## src/rtl/ti_pkg.sv

```systemverilog
// ============================================================================
// Module : ti_pkg
// Brief  : Shared widths and LFSR helpers for the TI share codec.
// Rev    : 1.0 - initial release
// ============================================================================
`default_nettype none

package ti_pkg;

    localparam int LFSR_W = 16;
    localparam int NIB_W  = 4;
    localparam int SH_W   = 8;

    localparam logic [LFSR_W-1:0] LFSR_ZERO_FIX = 16'h0001;

    // Fibonacci, right shift, taps at bits 0/2/3/5.
    function automatic logic [LFSR_W-1:0] lfsr_next(input logic [LFSR_W-1:0] s);
        logic fb;
        fb = s[0] ^ s[2] ^ s[3] ^ s[5];
        return {fb, s[LFSR_W-1:1]};
    endfunction

    function automatic logic [NIB_W-1:0] mask_of(input logic [LFSR_W-1:0] s);
        return s[NIB_W-1:0];
    endfunction

endpackage

`default_nettype wire

```

## src/rtl/ti_skid1.sv

```systemverilog
// ============================================================================
// Module : ti_skid1
// Brief  : Single-entry registered valid/ready stage, full throughput.
// Rev    : 1.0 - initial release
// ============================================================================
`default_nettype none

module ti_skid1 #(
    parameter int W = 8
) (
    input  logic         clk,
    input  logic         rst_n,
    input  logic         in_valid,
    output logic         in_ready,
    input  logic [W-1:0] in_data,
    output logic         out_valid,
    input  logic         out_ready,
    output logic [W-1:0] out_data
);

    logic         r_valid;
    logic [W-1:0] r_data;
    logic         w_accept;

    // Ready depends only on the output side, so a drain and a refill can share a cycle.
    assign in_ready  = !r_valid || out_ready;
    assign w_accept  = in_valid && in_ready;
    assign out_valid = r_valid;
    assign out_data  = r_data;

    always_ff @(posedge clk or negedge rst_n) begin
        if (!rst_n) begin
            r_valid <= 1'b0;
            r_data  <= '0;
        end else if (w_accept) begin
            r_valid <= 1'b1;
            r_data  <= in_data;
        end else if (out_ready) begin
            r_valid <= 1'b0;
        end
    end

endmodule

`default_nettype wire

```

## src/rtl/ti_share_codec.sv

```systemverilog
// ============================================================================
// Module : ti_share_codec
// Brief  : Boolean-share encoder (LFSR mask) and decoder for the TI S-box bus.
// Rev    : 1.0 - initial release
// ============================================================================
`default_nettype none

module ti_share_codec
    import ti_pkg::*;
#(
    parameter logic [LFSR_W-1:0] SEED = 16'hACE1
) (
    input  logic              clk,
    input  logic              rst_n,
    input  logic              seed_load,
    input  logic [LFSR_W-1:0] seed_value,
    input  logic              in_valid,
    output logic              in_ready,
    input  logic [NIB_W-1:0]  in_data,
    output logic              sh_valid,
    input  logic              sh_ready,
    output logic [SH_W-1:0]   sh_data,
    input  logic              rs_valid,
    output logic              rs_ready,
    input  logic [SH_W-1:0]   rs_data,
    output logic              out_valid,
    input  logic              out_ready,
    output logic [NIB_W-1:0]  out_data
);

    localparam logic [LFSR_W-1:0] c_LFSR_RST = (SEED == '0) ? LFSR_ZERO_FIX : SEED;

    logic [LFSR_W-1:0] r_lfsr;
    logic [NIB_W-1:0]  w_mask;
    logic [SH_W-1:0]   w_enc_word;
    logic [NIB_W-1:0]  w_dec_nib;
    logic              w_enc_accept;

    assign w_mask       = mask_of(r_lfsr);
    // The only place x meets m; the result lands directly in the share register.
    assign w_enc_word   = {w_mask, in_data ^ w_mask};
    assign w_dec_nib    = rs_data[SH_W-1:NIB_W] ^ rs_data[NIB_W-1:0];
    assign w_enc_accept = in_valid && in_ready;

    // Mask advances per accepted word only; a seed load wins over advancing.
    always_ff @(posedge clk or negedge rst_n) begin
        if (!rst_n) begin
            r_lfsr <= c_LFSR_RST;
        end else if (seed_load) begin
            r_lfsr <= (seed_value == '0) ? LFSR_ZERO_FIX : seed_value;
        end else if (w_enc_accept) begin
            r_lfsr <= lfsr_next(r_lfsr);
        end
    end

    ti_skid1 #(
        .W (SH_W)
    ) u_enc (
        .clk       (clk),
        .rst_n     (rst_n),
        .in_valid  (in_valid),
        .in_ready  (in_ready),
        .in_data   (w_enc_word),
        .out_valid (sh_valid),
        .out_ready (sh_ready),
        .out_data  (sh_data)
    );

    ti_skid1 #(
        .W (NIB_W)
    ) u_dec (
        .clk       (clk),
        .rst_n     (rst_n),
        .in_valid  (rs_valid),
        .in_ready  (rs_ready),
        .in_data   (w_dec_nib),
        .out_valid (out_valid),
        .out_ready (out_ready),
        .out_data  (out_data)
    );

endmodule

`default_nettype wire

```

## config.mk

```make
export PLATFORM = sky130hd
export DESIGN_NAME = ti_share_codec
export DESIGN_NICKNAME = d
export VERILOG_FILES = /design/src/rtl/ti_pkg.sv /design/src/rtl/ti_skid1.sv /design/src/rtl/ti_share_codec.sv
export SDC_FILE = /design/constraint.sdc
export NUM_CORES = 1
export LEC_CHECK = 0
export BUFFER_PORTS_ARGS = -buffer_cell sky130_fd_sc_hd__buf_2
export CAP_MARGIN = 40
export CELL_PAD_IN_SITES_DETAIL_PLACEMENT = 1
export CELL_PAD_IN_SITES_GLOBAL_PLACEMENT = 1
export CORE_MARGIN = 2
export CORE_UTILIZATION = 33
export DETAILED_ROUTE_END_ITERATION = 10
export PLACE_DENSITY = 0.74
export REMOVE_ABC_BUFFERS = 1
export SYNTH_ARGS = -nofsm -noshare
export SYNTH_HDL_FRONTEND = slang
export SYNTH_SLANG_ARGS = --single-unit
```

## constraint.sdc

```tcl
create_clock -name clk -period 1.1 [get_ports clk]
set_clock_uncertainty 0.05 [all_clocks]
set_input_delay 0 -clock clk [delete_from_list [all_inputs] [get_ports clk]]
set_output_delay 0 -clock clk [all_outputs]
set_load 0.01 [all_outputs]
```

---- Word level (Yosys, flattened, before mapping) ----
Index checks and enable logic that the tools add are counted.
cells by class
  reduce and logical (&&, ||, !) cells .... 10
  multiplexer cells ....................... 7
  $mul .................................... 0
  eq/ne operators ......................... 0
  div/mod/pow operators ................... 0
  bitwise gates (word level) .............. 5
  magnitude comparators ................... 0
  add/subtract/negate cells ............... 0
  shift operators ......................... 0
operators with widths
  operator           number
  $mux 16            3
  $logic_not 16->1   1
  $xor 4x4->4        2
  $reduce_bool 2->1  3
  $mux 1             4
  $xor 1x1->1        3
  $logic_and 1x1->1  2
  $logic_not 1->1    2
  $logic_or 1x1->1   2
word-level totals
  bits in read-only memories .............. 0
  bits in writable memories ............... 0
  output and inout port bits .............. 16
  bits in latches ......................... 0
  flip-flop bits (word level) ............. 30
  memories kept ........................... 0

---- Logic depth before layout (Yosys ltp) ----
  word-level depth ........................ 5
  depth in mapped cells ................... 5
  depth with buffers taken out ............ 4

---- Modules after synthesis ----
Synthesis repeated with hierarchy kept, for this count alone.
second synthesis, totals
  cell total of the unflattened synthesis .. 119
  area, all modules ....................... 1442.6 um2
modules (own cells, without submodules)
  module            cells each  times used  area each (um2)
  ti_share_codec    87          1           839.6
  ti_skid1 (u_enc)  20          1           385.4
  ti_skid1 (u_dec)  12          1           217.7

---- Least setup slack after synthesis ----
Ideal clock, no wire load.
  path kind ............................... flip-flop to flip-flop
  start point ............................. register u_enc.r_valid (netlist: u_enc.out_valid)
  end point ............................... register u_enc.r_data[4] (netlist: u_enc.out_data[4])
  buffers on the path ..................... 0
  data arrival time ....................... 1075 ps
  clock period less this slack ............ 1250 ps
  cell stages (with the launch flop) ...... 5
  required time ........................... 925 ps
  slack ................................... -150 ps
  path through ............................ dfrtp_1 -> nor2b_4 -> inv_4 -> nand2_4 -> mux2_4
on the way
  cells in the longest elaborated chain, start to end .. 3
RTL lines
  item                    RTL line        RTL
  start, declared         ti_skid1.sv:21  logic r_valid;
  start signal, assigned  ti_skid1.sv:33  r_valid <= 1'b0;
  start signal, assigned  ti_skid1.sv:36  r_valid <= 1'b1;
  start signal, assigned  ti_skid1.sv:39  r_valid <= 1'b0;
  $logic_not 1->1         ti_skid1.sv:26  assign in_ready = !r_valid || out_ready;
  $logic_or 1x1->1        ti_skid1.sv:26
  $logic_and 1x1->1       ti_skid1.sv:27  assign w_accept = in_valid && in_ready;
  end signal, assigned    ti_skid1.sv:37  r_data <= in_data;
  end, declared           ti_skid1.sv:22  logic [W-1:0] r_data;
No other way between the ends.
A chain may end at the register's enable or synchronous reset.

---- Worst setup path after layout ----
  start point ............................. register u_enc.r_valid (netlist: u_enc.out_valid)
  end point ............................... output in_ready
on the way
  cells in the longest elaborated chain, start to end .. 2
RTL lines
  item              RTL line              RTL
  $logic_not 1->1   ti_skid1.sv:26
  $logic_or 1x1->1  ti_skid1.sv:26
  end, declared     ti_share_codec.sv:18  output logic in_ready,
No other way between the ends.

==> qor.yml <==
routing:
  wirelength_um: 4470
  drc_violation_count_after_routing: 0
  via_per_inst: 5.15
  drt-pass1-iter-count: 4
  ant_nets: 0
  wl_per_cell_um: 15.6
  number_of_drc_violations_after_detailed_routing_iteration_0: 67
  vias: 1478
run:
  maxCapViolations: 0
placed_design:
  dp_worst_setup_slack_ns: -0.0702
  place.gp.congestion: 0.762
  port_buffers: 50
  dp.cells: 255
  place_hpwl_um: 3010
power_and_ir_drop:
  power_leakage_nw: 1.01
  vdd.ir_drop.worst_mv: 0.507
  power.density_cell_area_nw_per_um2: 1390
logic_synthesis:
  yosysTopAreaCell: "dfrtp_1"
  netlist-cell-type-count: 27
  synthesis.area_per_instance_um2: 10.2
  yosysSeqAreaShare_pct: 50.5
  async_set_or_reset_register_ratio_after_synthesis_pct: 100
  synth_enable_flop_cells: 0
  postSynthRegisterBits: 30
  synth.top_cells.by_area: "dfrtp_1 37%, dfstp_2 14%, o21ai_1 7.6%"
  synth_ff_type: "dfrtp_1"
  mappedNetlistArea_um2: 1510
  synthesis.instances: 147
  yosysWarnings: 0
  synth_top_area_share_pct: 36.5
global_routing:
  first_global_vias: 1564
  antenna_found_initial: 0
  largest_net_degree_at_the_start_of_global_routing: 31
  grt_pass1_wl_um: 7470
  global_route.overflow_total: 0
  global_route.usage.total_pct: 19.1
worst_setup_path:
  worstSetupPathType: "reg -> out"
  crit_path_end_kind: "primary output"
  worst-endpoint-required_ns: 1.05
  timing.critical_path.cells: "nor2b_4 -> inv_4 -> buf_12 -> buf_6"
  critPathArrivalTime_ns: 1.17
  critPathSlowestCell: "dfrtp_1"
  worstSetupStartpointType: "register"
  crit_path_max_fanout: 8
  max_stage_delay_ns: 0.35
cts:
  path_clk_slew_ns: 0.06
  numClockSinks: 30
  clock_tree_from_tritoncts: "done"
  cts-htree-levels: 2
  cts-buffers-inserted: 5
  cts.root.buffer_cell: "clkbuf_8"
  clock_path_buffers: 2
  clk_latency_worst_skew_pair_ns: 0.29
timing:
  slew_headroom_pct: 73.9
  rsz_0062_raised_after_global_routing: "true"
  post-route-worst-setup-slack_ns: -0.116
  setup_total_negative_slack_ns: -0.901
  layout_min_cycle_time_ns: 1.22
  finalSetupViolations: 22
  fin_worst_hold_slack_ns: 0.0361
  worst-slew-pin-transition_ns: 0.389
  finalHoldViolations: 0
  final.period_utilization_pct: 111
  finalMaxSlewViolations: 0
  fmax_ghz: 0.822
final_layout:
  layoutNonFillerInstCount: 287
  final_util_pct: 50.9
  num_antenna_cells: 0
  mostFrequentLayoutCell: "buf_2"
  layout-drive-gt1-share_pct: 42.1
  finalNetCount: 269
  syn2layout_area_growth_pct: 48.3
  final_cell_mix: "47 x buf_2, 22 x o21ai_1, 22 x dlygate4sd3_1, 22 x dfrtp_1, 17 x buf_4"
die:
  die-width_um: 71.6
  std_cell_rows: 24
  coreArea_um2: 4380
  top_level_ports: 51
  floorplan_die_area_um2: 5120
  floorplan.initialDensity_pct: 34.4
  die_h_um: 71.6
status:
  violations: "negative setup slack"
  run_status: "finished with violations"
worst_hold_path:
  hold_path_class: "in -> reg"
[worst max-delay path: cells and delay by family, from the launching register on]
kind,cells,cell delay (ns)
and+or+nand+nor,1,0.19
DFF,1,0.35
buffers and inverters,3,0.33
[stage by stage]
step	cell area, um^2	power, mW
floorplan	1420	1.74
detailed placement	1870	2.10
finish	2230	3.11
global route	2230	3.30
global placement	1870	2.08
CTS	2210	3.12
[power breakdown]
group          internal [mW]  switching, mW  total [mW]
Clock                  0.504          0.433       0.937
Combinational          0.416          0.391       0.807
Sequential              1.28         0.0885        1.37
[sequential cells by signal (all words and copies together) (netlist names)]
name	flops
u_enc.out_data	8
u_enc.out_valid	1
u_dec.out_data	4
r_lfsr	16
u_dec.out_valid	1
[layer usage]
layer  vias to the layer above  track usage, %  part of all wire, %
met5                         -               0                    0
met2                        61            30.5                   47
met3                         4            7.03                  8.7
met1                       711            24.2                   44
met4                         0            5.87                  1.0
li1                        702               -                    -
[cell families after synthesis]
logic type             share of synthesized area [%]
AO/OA/AOI/OAI                                   17.4
AND/OR/NAND/NOR                                 14.5
flip-flops                                      50.5
buffers and inverters                           6.73
XOR/XNOR                                        6.89
multiplexers                                    3.99
[area by class of cell]
cell class	instances	area [um^2]
clock buffer	7	86.3
clock inverter	1	5.00
fill	500	2150
inverter	3	16.3
multi-input combinational	104	663
sequential	30	761
tap	52	65.1
timing repair buffer	90	637
[cell usage after synthesis, types with 2 or more instances]
cell type and instances:
dfrtp_1 22, xnor2_1 6, nor2_1 14, mux2_2 4, nor4_1 4, clkbuf_1 2
buf_2 2, a31oi_1 15, o21ai_1 23, dfstp_2 8, buf_6 4, inv_4 2
nand2b_1 3, nand3_1 15, o21ai_0 3, xor2_1 4, nand2_1 6
[what timing repair did]
item                                    in CTS  in global routing
hold endpoints to repair                    50                  0
endpoints found under the setup margin      22                 30
buffers inserted                             2                  0
gates resized for setup                      3                  4
pin swaps                                    5                  3
hold buffers                                22                  0
[final timing paths]
| path | startpoint | endpoint | slack (ns) | cells after the start |
|---|---|---|---|---|
| min in group asynchronous | rst_n | u_enc.out_data[2] | 0.20 | 3 |
| max in group asynchronous | rst_n | r_lfsr[13] | 0.47 | 3 |
| min reg2reg | u_enc.out_data[7] | u_enc.out_data[7] | 0.44 | 2 |
| max | u_enc.out_valid | in_ready | -0.12 | 4 |
| min | in_valid | r_lfsr[11] | 0.04 | 3 |
| max reg2reg | u_enc.out_valid | r_lfsr[4] | -0.09 | 4 |
No activity file was read; power rests on OpenSTA's default activity.
